`config.mk`:
```
export PLATFORM = sky130hd
export DESIGN_NAME = alu_result_queue
export DESIGN_NICKNAME = d
export VERILOG_FILES = /design/src/rtl/alu_result_queue.sv
export SDC_FILE = /design/constraint.sdc
export NUM_CORES = 1
export LEC_CHECK = 0
export CORE_MARGIN = 3
export CORE_UTILIZATION = 55
export CTS_CLUSTER_DIAMETER = 80
export CTS_CLUSTER_SIZE = 10
export DETAILED_ROUTE_END_ITERATION = 10
export MAX_ROUTING_LAYER = met4
export PLACE_DENSITY = 0.8
export REMOVE_ABC_BUFFERS = 1
export SKIP_CTS_REPAIR_TIMING = 1
export SLEW_MARGIN = 10
export SYNTH_ARGS = -nofsm -noshare
export SYNTH_HDL_FRONTEND = slang
export SYNTH_SLANG_ARGS = --single-unit
```
`constraint.sdc`:
```
create_clock -name clk -period 4.4 [get_ports clk]
set_clock_uncertainty 0.05 [all_clocks]
set_input_delay 1.1 -clock clk [delete_from_list [all_inputs] [get_ports clk]]
set_output_delay 1.1 -clock clk [all_outputs]
set_load 0.05 [all_outputs]
```
`src/rtl/alu_result_queue.sv`:
```
// alu_result_queue
// ----------------
// Result FIFO behind the 16-bit adder ALU. Each accepted ALU result
// (sum plus five flags) is stored unmodified and presented at the head
// with valid/ready handshakes on both sides. Sticky carry/overflow bits and
// a saturating overflow-event counter are kept for software polling.
//
// Ports
//   clk, rst_n          clock; asynchronous active-low reset
//   in_valid/in_ready   producer handshake (in_ready from registered state only)
//   in_z, in_sign, in_zero, in_carry, in_parity, in_overflow   ALU result
//   out_valid/out_ready consumer handshake
//   out_z, out_flags    head entry; flags = {overflow, parity, carry, zero, sign}
//   count               current occupancy (0..DEPTH)
//   clr_sticky          synchronous clear of sticky bits and ovf_count
//   sticky_carry, sticky_ovf, ovf_count   status, updated on accepted pushes
module alu_result_queue #(
  parameter int WIDTH = 16,
  parameter int DEPTH = 4
) (
  input  logic                     clk,
  input  logic                     rst_n,
  input  logic                     in_valid,
  output logic                     in_ready,
  input  logic [WIDTH-1:0]         in_z,
  input  logic                     in_sign,
  input  logic                     in_zero,
  input  logic                     in_carry,
  input  logic                     in_parity,
  input  logic                     in_overflow,
  output logic                     out_valid,
  input  logic                     out_ready,
  output logic [WIDTH-1:0]         out_z,
  output logic [4:0]               out_flags,
  output logic [$clog2(DEPTH):0]   count,
  input  logic                     clr_sticky,
  output logic                     sticky_carry,
  output logic                     sticky_ovf,
  output logic [7:0]               ovf_count
);

  localparam int AW = $clog2(DEPTH);
  localparam int EW = WIDTH + 5;

  logic [EW-1:0] mem [DEPTH];
  logic [AW-1:0] rd_ptr;
  logic [AW-1:0] wr_ptr;
  logic [AW:0]   count_reg;
  logic          sticky_carry_reg;
  logic          sticky_ovf_reg;
  logic [7:0]    ovf_count_reg;

  logic          push;
  logic          pop;
  logic [EW-1:0] head;

  // Readiness comes from the occupancy register alone, so a full queue
  // refuses a push even when a pop happens in the same cycle.
  assign in_ready  = (count_reg < (AW+1)'(DEPTH));
  assign out_valid = (count_reg != '0);
  assign push      = in_valid && in_ready;
  assign pop       = out_valid && out_ready;

  // Storage is cleared on reset so the head reads zero after reset.
  always_ff @(posedge clk or negedge rst_n) begin
    if (!rst_n) begin
      for (int i = 0; i < DEPTH; i++) begin
        mem[i] <= '0;
      end
    end else if (push) begin
      mem[wr_ptr] <= {in_overflow, in_parity, in_carry, in_zero, in_sign, in_z};
    end
  end

  // DEPTH is a power of two, so the natural AW-bit rollover is the wrap.
  always_ff @(posedge clk or negedge rst_n) begin
    if (!rst_n) begin
      wr_ptr    <= '0;
      rd_ptr    <= '0;
      count_reg <= '0;
    end else begin
      if (push) wr_ptr <= wr_ptr + 1'b1;
      if (pop)  rd_ptr <= rd_ptr + 1'b1;
      case ({push, pop})
        2'b10:   count_reg <= count_reg + 1'b1;
        2'b01:   count_reg <= count_reg - 1'b1;
        default: count_reg <= count_reg;
      endcase
    end
  end

  // Status: a clear in the same cycle as a push keeps the pushed event.
  always_ff @(posedge clk or negedge rst_n) begin
    if (!rst_n) begin
      sticky_carry_reg <= 1'b0;
      sticky_ovf_reg   <= 1'b0;
      ovf_count_reg    <= 8'd0;
    end else begin
      sticky_carry_reg <= (sticky_carry_reg & ~clr_sticky) | (push & in_carry);
      sticky_ovf_reg   <= (sticky_ovf_reg & ~clr_sticky) | (push & in_overflow);
      if (push) begin
        if (clr_sticky) begin
          ovf_count_reg <= {7'd0, in_overflow};
        end else if (in_overflow && (ovf_count_reg != 8'hFF)) begin
          ovf_count_reg <= ovf_count_reg + 8'd1;
        end
      end else if (clr_sticky) begin
        ovf_count_reg <= 8'd0;
      end
    end
  end

  assign head         = mem[rd_ptr];
  assign out_z        = head[WIDTH-1:0];
  assign out_flags    = head[EW-1:WIDTH];
  assign count        = count_reg;
  assign sticky_carry = sticky_carry_reg;
  assign sticky_ovf   = sticky_ovf_reg;
  assign ovf_count    = ovf_count_reg;

endmodule

```
## Yosys cells after proc, flatten, opt, wreduce, memory -nomap -nowiden

Cells that the tools add are included.

| word-level totals | value |
|---|---|
| register bits | 101 |
| input bits | 26 |
| output and inout bits | 36 |
| word-level logic and storage cells | 51 |

| operators by class | value |
|---|---|
| $add $sub $neg | 5 |
| magnitude comparators | 4 |
| equality and inequality tests | 3 |
| muxes and demuxes | 11 |
| bitwise gates (word level) | 9 |
| reduce and logical (&&, ||, !) cells | 9 |

Operator list:

| cell | number |
|---|---|
| bitwise mux 84 bit | 1 |
| two-way mux 21 bit | 3 |
| binary-select mux 21 bit (select 2 bit) | 1 |
| demux 21 bit (select 2 bit) | 1 |
| two-way mux 8 bit | 4 |
| adder 8 x 1 -> 8 bit, second input constant | 1 |
| != test 8 bit, second input constant | 1 |
| >= comparator 3 bit, second input constant | 2 |
| NOT 2 -> 3 bit | 2 |
| one-hot mux 3 bit (2 select lines) | 1 |
| nonzero test 2 bit | 3 |
| adder 2 x 1 -> 2 bit, second input constant | 2 |
| AND 1 bit | 4 |
| logical AND 1 bit | 4 |
| adder 3 x 1 -> 3 bit, second input constant | 1 |
| less-than comparator 3 x 1 -> 1 bit, second input constant | 1 |
| less-than comparator 3 bit, second input constant | 1 |
| nonzero test 3 bit | 1 |
| subtractor 3 x 1 -> 3 bit, second input constant | 1 |
| == test 2 x 1 -> 1 bit, second input constant | 1 |
| == test 2 bit, second input constant | 1 |
| OR 1 bit | 2 |
| AND reduction 2 bit | 1 |
| NOT 1 bit | 1 |

## Logic depth before layout (Yosys ltp)

| logic depth | value |
|---|---|
| depth after elaboration | 6 |
| mapped depth | 9 |
| depth with buffers taken out | 8 |

## Least setup slack after synthesis

OpenSTA, ideal clock, no wires.

| timing | value |
|---|---|
| path type | flip-flop to output port |
| from | register count_reg[2], in the netlist count[2] |
| to | output out_valid |
| data arrival time | 1.535 ns |
| data required time | 3.250 ns |
| path slack | 1.715 ns |
| cell stages (with the launch flop) | 3 |
| buffers on the path | 0 |
| cell sequence | dfrtp_1 inv_1 nand3_1 |

| on the way | value |
|---|---|
| word-level cells in the longest chain between the ends | 1 |

RTL lines:

| item | RTL line | text |
|---|---|---|
| start: declaration | 48 | `logic [AW:0] count_reg;` |
| start signal: assignment | 85 | `2'b10: count_reg <= count_reg + 1'b1;` |
| start signal: assignment | 86 | `2'b01: count_reg <= count_reg - 1'b1;` |
| start signal: assignment | 87 | `default: count_reg <= count_reg;` |
| nonzero test 3 bit | 60 | `assign out_valid = (count_reg != '0);` |
| end: declaration | 31 | `output logic out_valid,` |

No other way between the ends.

## Final worst setup path

| timing | value |
|---|---|
| from | register rd_ptr[1] |
| to | output out_z[3] |

| on the way | value |
|---|---|
| word-level cells in the longest chain between the ends | 4 |

RTL lines:

| item | RTL line | text |
|---|---|---|
| start: declaration | 46 | `logic [AW-1:0] rd_ptr;` |
| start signal: assignment | 83 | `if (pop) rd_ptr <= rd_ptr + 1'b1;` |
| NOT 2 -> 3 bit (implied by the code) | 113 | `assign head = mem[rd_ptr];` |
| binary-select mux 21 bit (select 2 bit) | 113 |  |
| two-way mux 21 bit (implied by the code) (2 in series) | 113 |  |
| end: declaration | 33 | `output logic [WIDTH-1:0] out_z,` |

No other way between the ends. The select of a mux whose other input is x is not followed.

==> run_results.csv <==
group,metric,value,unit
pwr,p_sw_share,40.91,%
timing,relSlewSlack,29.00,%
place,hpwlAfterDp,5.893,mm
run,cap_violations,0,
logic_synthesis,async_flop_share,100.0,%
pwr,power_density,856.1,nW/um2
timing,tightest_slew,1.065,ns
global_route,grt_pass1_vias,2848,
timing,setup_ws,0.8677,ns
drt,wl_met1,3.882,mm
logic_synthesis,synth_top_family_by_area,"multiplexers",
timing,hold_violations,0,
logic_synthesis,synth_compound_area_share,2.879,%
finish,drive_gt1_share,35.44,%
die,core_area,7928,um2
drt,drt-total-wl,8.884,mm
drt,via_per_inst,5.783,
finish,regArea,2527,um2
global_route,grt_overflow,0,
finish,instances_no_fill,466,
logic_synthesis,synth-adder-area-share,2.064,%
drt,vias,2695,
finish,n_antenna_cell,0,
timing,setup_violations,0,
clock_network,clock_sinks,101,
logic_synthesis,synth_area,4607,um2
setup_path,cp-start-kind,"register",
finish,n_fill_cell,540,
timing,timing.final.crit_share,80.28,%
setup_path,crit_slowest_cell,"clkdlybuf4s50_1",
drt,dr_wl_met3,356,um
clock_network,h-tree-depth,3,
die,row_count,32,
timing,rsz0062_at_grt,"no",
logic_synthesis,synth-edff-count,0,
logic_synthesis,avgSynthCellArea,15.36,um2
timing,fmax,0.2831,GHz
logic_synthesis,synth-simple-area-share,4.128,%
logic_synthesis,ys_types,41,
logic_synthesis,yosys_warnings,0,
timing,holdWs,0.4461,ns
die,die-area,9510,um2
setup_path,path_delay_family,"buffers and inverters",
pwr,combPwrFrac,52.9,%
setup_path,crit_type,"register to primary output",
place,pre_cts_ws,1.207,ns
setup_path,worstPathMaxFanout,14,
place,dp_cells,450,
logic_synthesis,netlist_instances,300,
finish,design.final.nets,392,
drt,drtIter0Drc,140,
worst_hold_path,holdCritPathClass,"register to register",
clock_network,clk_latency,0.36,ns
drt,ant_nets,0,
setup_path,critical_path_buf_inv_count,2,
pwr,power_frac_clock,12.8,%
setup_path,critPathArrivalTime,2.38,ns
finish,largest_reg_flops,84,
logic_synthesis,synth-xor-area-share,1.141,%
clock_network,cts_made_buffers,9,
global_route,grt_max_degree,86,
die,die_x,97.52,um
timing,period_minus_slack,3.532,ns
pwr,ir_worst_vdd,0.4922,mV
setup_path,endpoint_kind,"primary output",
drt,top_layer,"met4",
setup_path,slowest_delay,0.72,ns
global_route,track_usage,20.48,%
place,gp_congestion,0.8538,
clock_network,cts_tree,"built",
drt,met2_length,4.524,mm
logic_synthesis,synthFlopType,"dfrtp_1",
setup_path,path_cells,"buf_4 > mux4_2 > clkdlybuf4s50_1",
global_route,grt_pass1_wl,14.91,mm
die,initial_core_util,58.11,%
logic_synthesis,ys_ff_latch,101,
status,status,"complete, no violations",
clock_network,clk_path_buf_depth,2,
die,die_y,97.52,um
logic_synthesis,yosysSeqAreaShare,54.86,%
timing,maxSlewViolCount,0,
pwr,power_switching,1.917,mW
finish,multi_input_area,1932,um2
timing,setup_tns,0,ns
pwr,power_leakage,2.324,nW
pwr,finalPower,4.684,mW
clock_network,clk_pin_slew_worst_paths,0.10,ns
global_route,antenna_found_initial,0,
pwr,pwr-share-seq,34.3,%
pwr,p_int,2.768,mW
clock_network,cts-root-buf,"clkbuf_8",
place,portBuffers,61,
setup_path,required,3.25,ns
drt,drc,0,
drt,first_pass_iters,4,
logic_synthesis,synth_mux_area_share,31.72,%
finish,area_growth,18.77,%
die,num_io_pins,62,
drt,wl_per_cell,19.06,um
## metal layers
metal  vias up  GRT usage, %
met5         -             -
met1      1410         26.45
met4         0         5.751
met3        10         5.097
met2        56         32.63
li1       1219             -
## worst reg2reg max path, delay by kind of cell, from the launching register on
kind          cells  cell delay [ns]
simple gates      2             0.45
flops             1             0.45
fa+ha+maj         2             0.55
xor+xnor          2             0.28
buf+inv           2             0.19
## worst paths after layout
kind                                       startpoint                   end  slack, ns  depth (start not counted)
worst min-delay path              mem[20]$_DFFE_PN0P_   mem[20]$_DFFE_PN0P_       0.45                          1
worst min register to register    mem[20]$_DFFE_PN0P_   mem[20]$_DFFE_PN0P_       0.45                          1
worst max register to register   count[2]$_DFFE_PN0P_  count[2]$_DFFE_PN0P_       2.35                          8
worst max-delay path            rd_ptr[1]$_DFFE_PN0P_              out_z[3]       0.87                          3
min in group asynchronous                       rst_n   mem[76]$_DFFE_PN0P_       0.89                          1
max in group asynchronous                       rst_n   mem[41]$_DFFE_PN0P_       2.60                          2
## Yosys cell counts, drive strengths merged (2+ instances only)
| library cell | count | area, um2 |
|---|---|---|
| clkbuf | 3 | 12.51 |
| and3 | 3 | 18.77 |
| xor2 | 2 | 17.52 |
| nor2b | 2 | 12.51 |
| a21oi | 4 | 20.02 |
| nand2b | 2 | 12.51 |
| nand2 | 10 | 47.54 |
| buf | 14 | 93.84 |
| dfrtp | 101 | 2527 |
| ha | 6 | 75.07 |
| o21ai | 3 | 15.01 |
| nor2 | 2 | 7.510 |
| mux2 | 86 | 968.4 |
| xnor2 | 4 | 35.03 |
| mux2i | 2 | 20.02 |
| mux4 | 21 | 473.0 |
| a41oi | 2 | 17.52 |
| a211oi | 4 | 30.03 |
| inv | 11 | 41.29 |
| nand3 | 4 | 20.02 |
| nor4 | 2 | 18.77 |
## kinds of logic after synthesis
kind of cell | after synthesis
flip-flops | 101
adder cells (fa/ha/maj) | 7
AO/OA/AOI/OAI | 19
buffers and inverters | 28
XOR/XNOR | 6
multiplexers | 109
AND/OR/NAND/NOR | 30
## power by group through the flow
stage / sequential, mW / clock, mW / combinational, mW
5_1_grt: 1.66 / 0.656 / 2.61
4_1_cts: 1.61 / 0.619 / 2.51
6_report: 1.60 / 0.601 / 2.48
3_5_place_dp: 1.63 / 0 / 2.50
2_1_floorplan: 1.67 / 0 / 1.71
3_3_place_gp: 1.60 / 0 / 2.45
## through the flow
stage,instance area (um2),utilization [%]
global route,5472,69.02
finish,5472,69.02
floorplan,4501,-
CTS,5472,69.02
detailed placement,5266,66.43
global placement,5266,66.43
## final cells by class
cell class	count	share of cell area [%]
clock buffer	10	2.515
clock inverter	6	1.235
inverter	11	0.7546
multi-input combinational	171	35.31
sequential	101	46.19
tap	102	2.332
timing repair buffer	65	11.66
## layout by cell type (no fill, tap or decap), types with 4 or more instances in the layout
cell type,instances
a211oi_1,4
a21oi_1,4
buf_4,5
clkbuf_8,10
clkdlybuf4s50_1,60
dfrtp_1,101
ha_1,6
inv_1,10
mux2_1,6
mux2_2,80
mux4_2,21
nand2_1,6
nand2_2,4
nand3_1,4
xnor2_1,4
Note: power is estimated with default switching activity, not from simulation.
